===== src/rtl/dmem_if.sv =====
// dmem_if: MEM-stage data-memory access bus (address, store data, size codes, strobe, load result)
interface dmem_if #(
  parameter int ADDR_W = 7,
  parameter int XLEN = 32,
  parameter int SL_WIDTH = 3
);
  logic [ADDR_W-1:0] addr;
  logic [XLEN-1:0] wdata;
  logic mem_write;
  logic [SL_WIDTH-1:0] lwhb;
  logic [SL_WIDTH-1:0] swhb;
  logic [XLEN-1:0] rdata;
  modport master (output addr, wdata, mem_write, lwhb, swhb, input rdata);
  modport slave (input addr, wdata, mem_write, lwhb, swhb, output rdata);
endinterface


===== src/rtl/dmem_responder.sv =====
// dmem_responder: data memory with sized loads/stores, stepped debug word and sticky misalignment flag; define DMEM_ERR_EN to enable alignment checking
module dmem_responder #(
  parameter int ADDR_W = 7,
  parameter int XLEN = 32,
  parameter int SL_WIDTH = 3,
  parameter int DBG_ST = 0,
  parameter int DBG_END = 16
) (
  input logic clk,
  input logic rst,
  dmem_if.slave bus,
  input logic dbg_tick,
  input logic dbg_hold,
  input logic dbg_jump,
  output logic [XLEN-1:0] dm_data,
  output logic misalign_err,
  output logic [ADDR_W-1:0] err_addr,
  output logic [15:0] st_cnt
);
  localparam int WI = ADDR_W - 2;
  localparam int DEPTH = 1 << WI;
  logic [XLEN-1:0] mem [DEPTH];
  logic [WI-1:0] wordIdx, idx, idxNext;
  logic [WI:0] idxInc;
  logic [1:0] lane;
  logic isSw, isSh, isSb, isLw, isLh, isLhu, isLb, isLbu;
  logic storeMis, loadMis, commit;
  logic [3:0] byteEn;
  logic [XLEN-1:0] wordSel, storeData;
  logic [15:0] halfSel;
  logic [7:0] byteSel;
  assign wordIdx = bus.addr[ADDR_W-1:2];
  assign lane = bus.addr[1:0];
  // decode size codes, alignment, store lanes, load extension and next scan index
  always_comb begin
    isSw = bus.swhb == SL_WIDTH'(1);
    isSh = bus.swhb == SL_WIDTH'(2);
    isSb = bus.swhb == SL_WIDTH'(3);
    isLw = bus.lwhb == SL_WIDTH'(1);
    isLh = bus.lwhb == SL_WIDTH'(2);
    isLb = bus.lwhb == SL_WIDTH'(3);
    isLhu = bus.lwhb == SL_WIDTH'(6);
    isLbu = bus.lwhb == SL_WIDTH'(7);
`ifdef DMEM_ERR_EN
    storeMis = bus.mem_write && ((isSw && lane != 2'b00) || (isSh && lane[0]));
    loadMis = (isLw && lane != 2'b00) || ((isLh || isLhu) && lane[0]);
`else
    storeMis = 1'b0;
    loadMis = 1'b0;
`endif
    commit = bus.mem_write && (isSw || isSh || isSb) && !storeMis;
    byteEn = isSw ? 4'hF : isSh ? (lane[1] ? 4'hC : 4'h3) : isSb ? 4'b0001 << lane : 4'h0;
    storeData = isSw ? bus.wdata : isSh ? {2{bus.wdata[15:0]}} : {4{bus.wdata[7:0]}};
    wordSel = mem[wordIdx];
    halfSel = lane[1] ? wordSel[31:16] : wordSel[15:0];
    byteSel = wordSel[8*lane +: 8];
    bus.rdata = loadMis ? '0 :
                isLw ? wordSel :
                (isLh || isLhu) ? {{16{isLh & halfSel[15]}}, halfSel} :
                (isLb || isLbu) ? {{24{isLb & byteSel[7]}}, byteSel} : '0;
    idxInc = {1'b0, idx} + 1'b1;
    idxNext = dbg_jump ? WI'(DBG_ST) :
              (dbg_tick && !dbg_hold) ? (idxInc == (WI+1)'(DBG_END) ? WI'(DBG_ST) : idxInc[WI-1:0]) : idx;
  end
  // memory array: cleared on reset, byte-lane writes on committed stores
  always_ff @(posedge clk) begin
    if (rst) begin
      for (int i = 0; i < DEPTH; i++) mem[i] <= '0;
    end else if (commit) begin
      for (int b = 0; b < 4; b++) if (byteEn[b]) mem[wordIdx][8*b +: 8] <= storeData[8*b +: 8];
    end
  end
  // debug scan index and display word taken from the pre-update index
  always_ff @(posedge clk) begin
    if (rst) begin
      idx <= WI'(DBG_ST);
      dm_data <= '0;
    end else begin
      idx <= idxNext;
      dm_data <= {idx[3:0], mem[idx][27:0]};
    end
  end
  // saturating committed-store counter
  always_ff @(posedge clk) begin
    if (rst) st_cnt <= '0;
    else if (commit && st_cnt != 16'hFFFF) st_cnt <= st_cnt + 16'd1;
  end
`ifdef DMEM_ERR_EN
  // sticky misalignment flag; address latched only on the first offence
  always_ff @(posedge clk) begin
    if (rst) begin
      misalign_err <= 1'b0;
      err_addr <= '0;
    end else if ((storeMis || loadMis) && !misalign_err) begin
      misalign_err <= 1'b1;
      err_addr <= bus.addr;
    end
  end
`else
  assign misalign_err = 1'b0;
  assign err_addr = '0;
`endif
endmodule


===== src/flat_wrapper.sv =====
// flat-port wrapper written by rule: the top's interface ports become plain ports
module dmem_responder_flat 
#(
  parameter int ADDR_W = 7,
  parameter int XLEN = 32,
  parameter int SL_WIDTH = 3,
  parameter int DBG_ST = 0,
  parameter int DBG_END = 16
)
  (clk, rst, dbg_tick, dbg_hold, dbg_jump, dm_data, misalign_err, err_addr, st_cnt, bus_addr, bus_wdata, bus_mem_write, bus_lwhb, bus_swhb, bus_rdata);
  dmem_if #(.ADDR_W(ADDR_W), .XLEN(XLEN), .SL_WIDTH(SL_WIDTH)) bus_i ();
  input logic clk;
  input logic rst;
  input logic dbg_tick;
  input logic dbg_hold;
  input logic dbg_jump;
  output logic [XLEN-1:0] dm_data;
  output logic misalign_err;
  output logic [ADDR_W-1:0] err_addr;
  output logic [15:0] st_cnt;
  input wire logic [$bits(bus_i.addr)-1:0] bus_addr;
  input wire logic [$bits(bus_i.wdata)-1:0] bus_wdata;
  input wire logic [$bits(bus_i.mem_write)-1:0] bus_mem_write;
  input wire logic [$bits(bus_i.lwhb)-1:0] bus_lwhb;
  input wire logic [$bits(bus_i.swhb)-1:0] bus_swhb;
  output wire logic [$bits(bus_i.rdata)-1:0] bus_rdata;
  assign bus_i.addr = bus_addr;
  assign bus_i.wdata = bus_wdata;
  assign bus_i.mem_write = bus_mem_write;
  assign bus_i.lwhb = bus_lwhb;
  assign bus_i.swhb = bus_swhb;
  assign bus_rdata = bus_i.rdata;
  dmem_responder #(.ADDR_W(ADDR_W), .XLEN(XLEN), .SL_WIDTH(SL_WIDTH), .DBG_ST(DBG_ST), .DBG_END(DBG_END)) u_core (.clk(clk), .rst(rst), .bus(bus_i), .dbg_tick(dbg_tick), .dbg_hold(dbg_hold), .dbg_jump(dbg_jump), .dm_data(dm_data), .misalign_err(misalign_err), .err_addr(err_addr), .st_cnt(st_cnt));
endmodule

===== config.mk =====
export PLATFORM = sky130hd
export DESIGN_NAME = dmem_responder_flat
export DESIGN_NICKNAME = d
export VERILOG_FILES = /design/src/rtl/dmem_if.sv /design/src/rtl/dmem_responder.sv /design/src/flat_wrapper.sv
export SDC_FILE = /design/constraint.sdc
export NUM_CORES = 2
export LEC_CHECK = 0
export BUFFER_PORTS_ARGS = -buffer_cell sky130_fd_sc_hd__buf_2
export CORE_UTILIZATION = 50
export CTS_BUF_LIST = sky130_fd_sc_hd__clkbuf_4
export CTS_CLUSTER_SIZE = 30
export DETAILED_ROUTE_END_ITERATION = 12
export GPL_TIMING_DRIVEN = 0
export HOLD_SLACK_MARGIN = 0.03
export PLACE_DENSITY_LB_ADDON = 0.1
export SKIP_LAST_GASP = 1
export SYNTH_ARGS = -nofsm -noshare
export SYNTH_HDL_FRONTEND = slang
export SYNTH_SLANG_ARGS = --single-unit

===== constraint.sdc =====
create_clock -name clk -period 6.85 [get_ports clk]
set_clock_uncertainty 0.05 [all_clocks]
set_input_delay 1.0275 -clock clk [delete_from_list [all_inputs] [get_ports clk]]
set_output_delay 1.0275 -clock clk [all_outputs]
set_load 0.05 [all_outputs]

Word level (Yosys, flattened, before mapping)
Memories as Yosys holds them, arrays and structs flattened. A register that Yosys moved wholly into a read port is not among the register bits.
Index checks and enable logic that the tools add are counted.
- memories kept: 1
- output and inout port bits: 88
- flip-flop bits (word level): 53
- memory bits (writable): 1024
- input bits: 51
- word-level logic and storage cells: 62
- memory list (name ; depth ; bits a word ; read ports ; clocked after Yosys merged registers in ; wr ports ; line ; text):
    u_core.mem ; 32 ; 32 ; 2 ; 1 ; 32 ; dmem_responder.sv:22 ; logic [XLEN-1:0] mem [DEPTH];
- bitwise logic cells: 2
- add/subtract/negate cells: 2
- reduce and logical (&&, ||, !) cells: 10
- shift operators: 2
- muxes and demuxes: 32
- eq/ne operators: 10
- operator list (operator ; number):
    two-way mux 32 bit ; 6
    OR reduction 32 bit ; 1
    variable part select 32 x 6 -> 8 bit ; 1
    two-way mux 4 bit ; 5
    two-way mux 1 bit ; 18
    adder 16 x 1 -> 16 bit (second input constant) ; 1
    two-way mux 16 bit ; 1
    inequality test 16 bit (second input constant) ; 1
    equality test 3 x 2 -> 1 bit (second input constant) ; 4
    two-way mux 5 bit ; 2
    adder 5 x 1 -> 6 bit (second input constant) ; 1
    equality test 3 x 1 -> 1 bit (second input constant) ; 2
    equality test 3 bit (second input constant) ; 2
    equality test 6 x 5 -> 1 bit (second input constant) ; 1
    logical OR 1 bit ; 4
    left shift 1 x 2 -> 4 bit (first input constant) ; 1
    logical AND 1 bit ; 3
    AND 1 bit ; 2
    OR reduction 2 bit ; 1
    zero test 1 bit ; 1

Depth between registers and ports, before layout
- word-level depth: 10
- depth in mapped cells: 13

Least setup slack after synthesis
No wires, ideal clock.
- path type: input-to-output
- start: input bus_addr[3]
- end: output bus_rdata[2]
- required time: 5.773 ns
- buffers on the path: 6
- arrival time: 3.336 ns
- stages on the path: 12
- setup slack: 2.437 ns
- cell sequence: clkbuf_1 buf_6 buf_6 buf_6 buf_2 buf_2 mux2i_1 o22ai_1 nor4_1 nand2_1 mux2i_1 o21ai_1
- word-level cells in the longest chain between the ends: 5
- elaborated cells between the ends (all ways): 6
- those cells by class: 1 x shift; 4 x mux; 1 x memory
- ends and longest elaborated chain (item ; line ; text):
    from (decl) ; flat_wrapper.sv:21 ; input wire logic [$bits(bus_i.addr)-1:0] bus_addr;
    memory (32 x 32 bit) * ; n/a ;
    variable part select 32 x 6 -> 8 bit ; dmem_responder.sv:56 ; byteSel = wordSel[8*lane +: 8];
    two-way mux 32 bit ; dmem_responder.sv:60 ; (isLb || isLbu) ? {{24{isLb & byteSel[7]}}, byteSel} : '0;
    two-way mux 32 bit ; dmem_responder.sv:59 ; (isLh || isLhu) ? {{16{isLh & halfSel[15]}}, halfSel} :
    two-way mux 32 bit * ; dmem_responder.sv:58 ; isLw ? wordSel :
    to (decl) ; flat_wrapper.sv:26 ; output wire logic [$bits(bus_i.rdata)-1:0] bus_rdata;
Mark *: on every way between the ends. The rest lies on a longest branch, timed or not.

Final worst setup path
- start: input bus_addr[6]
- end: output bus_rdata[2]
Same word-level chain as after synthesis.

==> run_results.csv <==
group,metric,value,unit
clocking,postCtsSetupRepairBufs,0,
grt,antenna_found_initial,26,
sta,setup_tns,-570.1,ps
sta,slew_violations,58,
grt,grt_use_total,44.86,%
detailed_routing,drtIter0Drc,7744,
grt,grt_max_degree,17,
synth,synth_seq_area_share,57.41,%
grt,met3_usage,17.95,%
pwr,p_comb_share,12.8,%
floorplan,core,109300,um2
critical_path,end_kind,"output port",
synth,ys_ff_latch,1077,
placement,place_area,57930,um2
critical_path,cpMostUsedCell,"buf_2",
floorplan,die_h,334.9,um
synth,async_flop_share,0,%
synth,synth_edf_count,1024,
worst_hold_path,hold_class,"input pin to flop",
detailed_routing,wl,253700,um
cells_and_area,syn_to_final_growth,11.32,%
pwr,pwr-share-seq,49.2,%
pwr,p_switching,4538,uW
critical_path,crit_arrival,6100,ps
critical_path,critical_path_class,"input pin to output port",
clocking,cts_buffers,305,
clocking,cts_max_path_buffers,4,
run_status,status,"complete, but fails checks",
grt,grt_pass1_wl,337100,um
cells_and_area,ff_latch_area,31810,um2
floorplan,ios,139,
floorplan,die_w,334.9,um
grt,met2_usage,61.13,%
detailed_routing,drc_errors,0,
clocking,clockRootBuffer,"clkbuf_4",
grt,grt_pass1_vias,42180,
sta,rsz0062_at_grt,"false",
sta,fin_crit,7176,ps
floorplan,num_rows,121,
synth,syn_avg_cell_area,13.06,um2
critical_path,start_kind,"input pin",
run,cap_violations,7,
sta,worst_slack,-325.8,ps
detailed_routing,wl_per_cell,39.81,um
placement,hpwl,183600,um
sta,setup_viol_count_final,3,
placement,io_buffers,118,
cells_and_area,multi_input_area,22000,um2
sta,hold_viol,0,
cells_and_area,drive_gt1_share,22.47,%
synth,netlist_area,55410,um2
pwr,switching_share,28.96,%
floorplan,die_area,112100,um2
sta,clock.fmax,139.4,MHz
pwr,p_leak,0.02233,uW
cells_and_area,fin_nets,4735,
clocking,ctsHtreeMaxLevel,5,
sta,fin_hold_ws,82.45,ps
pwr,pwr-share-clk,38.0,%
detailed_routing,vias_per_cell,6.993,
grt,grt-ovfl-total,0,
sta,slew_headroom,-12.45,%
critical_path,cpMaxStageDelayCell,"buf_1",
sta,post-route-period-util,104.8,%
placement,place_congestion,1.056,
pwr,p_int,11130,uW
pwr,powerDensity,254.1,nW/um2
clocking,cts_tree,"built",
floorplan,start_util,50.69,%
critical_path,crit_chain,"buf_2 -> buf_2 -> nand4bb_1 -> buf_2 -> buf_1 -> o22ai_1 -> nor4_1 -> nand2_1 -> mux2_2 -> a21oi_1 -> o21ai_1 -> buf_2",
detailed_routing,firstDrtPassIters,8,
critical_path,max_stage_delay,1020,ps
grt,gr-max-usage-layer,"met2",
synth,synthFlopType,"edfxtp_1",
clocking,clk_pin_slew_worst_paths,60,ps
cells_and_area,design_area,61680,um2
synth,ys_types,55,
pwr,ir_drop,188.2,uV
detailed_routing,antenna_left,0,
grt,grt_util_met1,56.83,%
clocking,clock-sinks,1077,
run_status,violations,"capacitance limit, slew limit, setup timing",
synth,syn_inst,4243,
sta,worst_slew_pin_slew,1687,ps
critical_path,cp_max_fo,10,
clocking,worstSkewPairLatency,1290,ps
cells_and_area,fillCellCount,9423,
synth,ys_warn_count,0,
critical_path,worst_ep_required_time,5770,ps
detailed_routing,vias,44580,
-- flip-flops by register name (all words and copies together) (netlist names) --
register / cells
u_core.mem: 1024
u_core.dm_data: 32
u_core.st_cnt: 16
u_core.idx: 5
-- through the flow --
| step | util (%) | std cells | total power, uW | worst slack (ps) |
|---|---|---|---|---|
| 2_1_floorplan | - | 4250 | 8850 | 2437 |
| 3_3_place_gp | 52.94 | 5844 | 9714 | -88.84 |
| 3_5_place_dp | 52.99 | 5847 | 9730 | 325.8 |
| 4_1_cts | 56.34 | 6354 | 15450 | 322.3 |
| 5_1_grt | 56.39 | 6359 | 15930 | 27.48 |
| 6_report | 56.43 | 6374 | 15670 | -325.8 |
-- layout make-up --
type | instances | area share, %
Inverter | 3 | 0.01826
Sequential cell | 1077 | 51.58
Buffer | 359 | 2.651
Timing Repair Buffer | 125 | 1.097
Multi-Input combinational cell | 2811 | 35.68
Clock buffer | 443 | 5.392
Tap cell | 1476 | 2.994
Clock inverter | 63 | 0.5274
Antenna cell | 17 | 0.06897
-- final timing paths --
check	start	to	slack [ps]	cells past startpoint
hold reg to reg	u_core.st_cnt[8]	u_core.st_cnt[8]	470	2
hold / removal	dbg_tick	u_core.idx[0]	80	4
setup reg to reg	u_core.idx[0]	u_core.dm_data[8]	2520	7
setup / recovery	bus_addr[6]	bus_rdata[2]	-330	12
-- worst max-delay path, delay by kind of cell --
kind                   cells  cell delay (ps)
AO/OA/AOI/OAI              3              480
multiplexers               1              420
AND/OR/NAND/NOR            3             1920
buffers and inverters      5             2220
-- power groups by stage --
stage               registers, uW  logic [uW]  clock network [uW]
floorplan                    7800        1050                   0
global placement             7820        1900                   0
detailed placement           7830        1900                   0
CTS                          7690        1900                5860
global route                 7730        1990                6220
finish                       7700        2010                5950
-- per-layer routing --
metal / wire, um / share of wire [%] / vias up
li1: - / - / 16980
met1: 88170 / 35 / 21970
met2: 101700 / 40 / 4460
met3: 40540 / 16 / 1144
met4: 23010 / 9.1 / 18
met5: 322 / 0.13 / -
-- cell usage after synthesis (20+ instances only) --
| master | number | area [um2] |
|---|---|---|
| and2_1 | 261 | 1633 |
| nand2_1 | 173 | 649.4 |
| mux2i_1 | 565 | 5655 |
| edfxtp_1 | 1024 | 30750 |
| nor3_2 | 26 | 260.3 |
| nor2_1 | 847 | 3179 |
| nor4_1 | 64 | 400.4 |
| mux4_2 | 280 | 6306 |
| nand2b_1 | 104 | 650.6 |
| a21oi_1 | 22 | 110.1 |
| buf_2 | 104 | 520.5 |
| or2_2 | 36 | 225.2 |
| a22o_1 | 20 | 175.2 |
| dfxtp_1 | 53 | 1061 |
| clkbuf_1 | 205 | 769.5 |
| o22ai_1 | 257 | 1608 |
-- timing repair --
item	in CTS	in global routing
hold buffers	1	0
gates resized for setup	0	0
endpoints found under the setup margin	0	0
endpoints found under the hold margin	5	0
-- layout by cell type, fill, tap and decap left out, types with 11 or more instances in the layout --
cell type	instances
nand2b_1	104
nor3_2	29
clkinv_1	45
clkbuf_2	11
clkbuf_4	443
dfxtp_1	53
nand2_1	173
nand3_2	12
diode_2	17
and2_1	261
nor2_1	847
nand3_1	12
mux4_2	280
buf_6	11
mux2i_1	565
nor4_1	64
buf_2	224
a22o_1	20
or2_2	36
buf_1	17
nor2b_1	14
o22ai_1	257
nor3_1	11
edfxtp_1	1024
a21oi_1	22
buf_4	18
clkbuf_1	198
-- cell families after synthesis --
logic type | count (synthesis) | share of synthesized area, %
AND/OR/NAND/NOR | 1598 | 13.76
flip-flops | 1077 | 57.41
multiplexers | 852 | 21.73
buffers and inverters | 362 | 2.951
AO/OA/AOI/OAI | 336 | 3.857
XOR/XNOR | 15 | 0.2371
adder cells (fa/ha/maj) | 2 | 0.04516
other | 1 | 0.006768
Power figures use the tool's default switching activity.
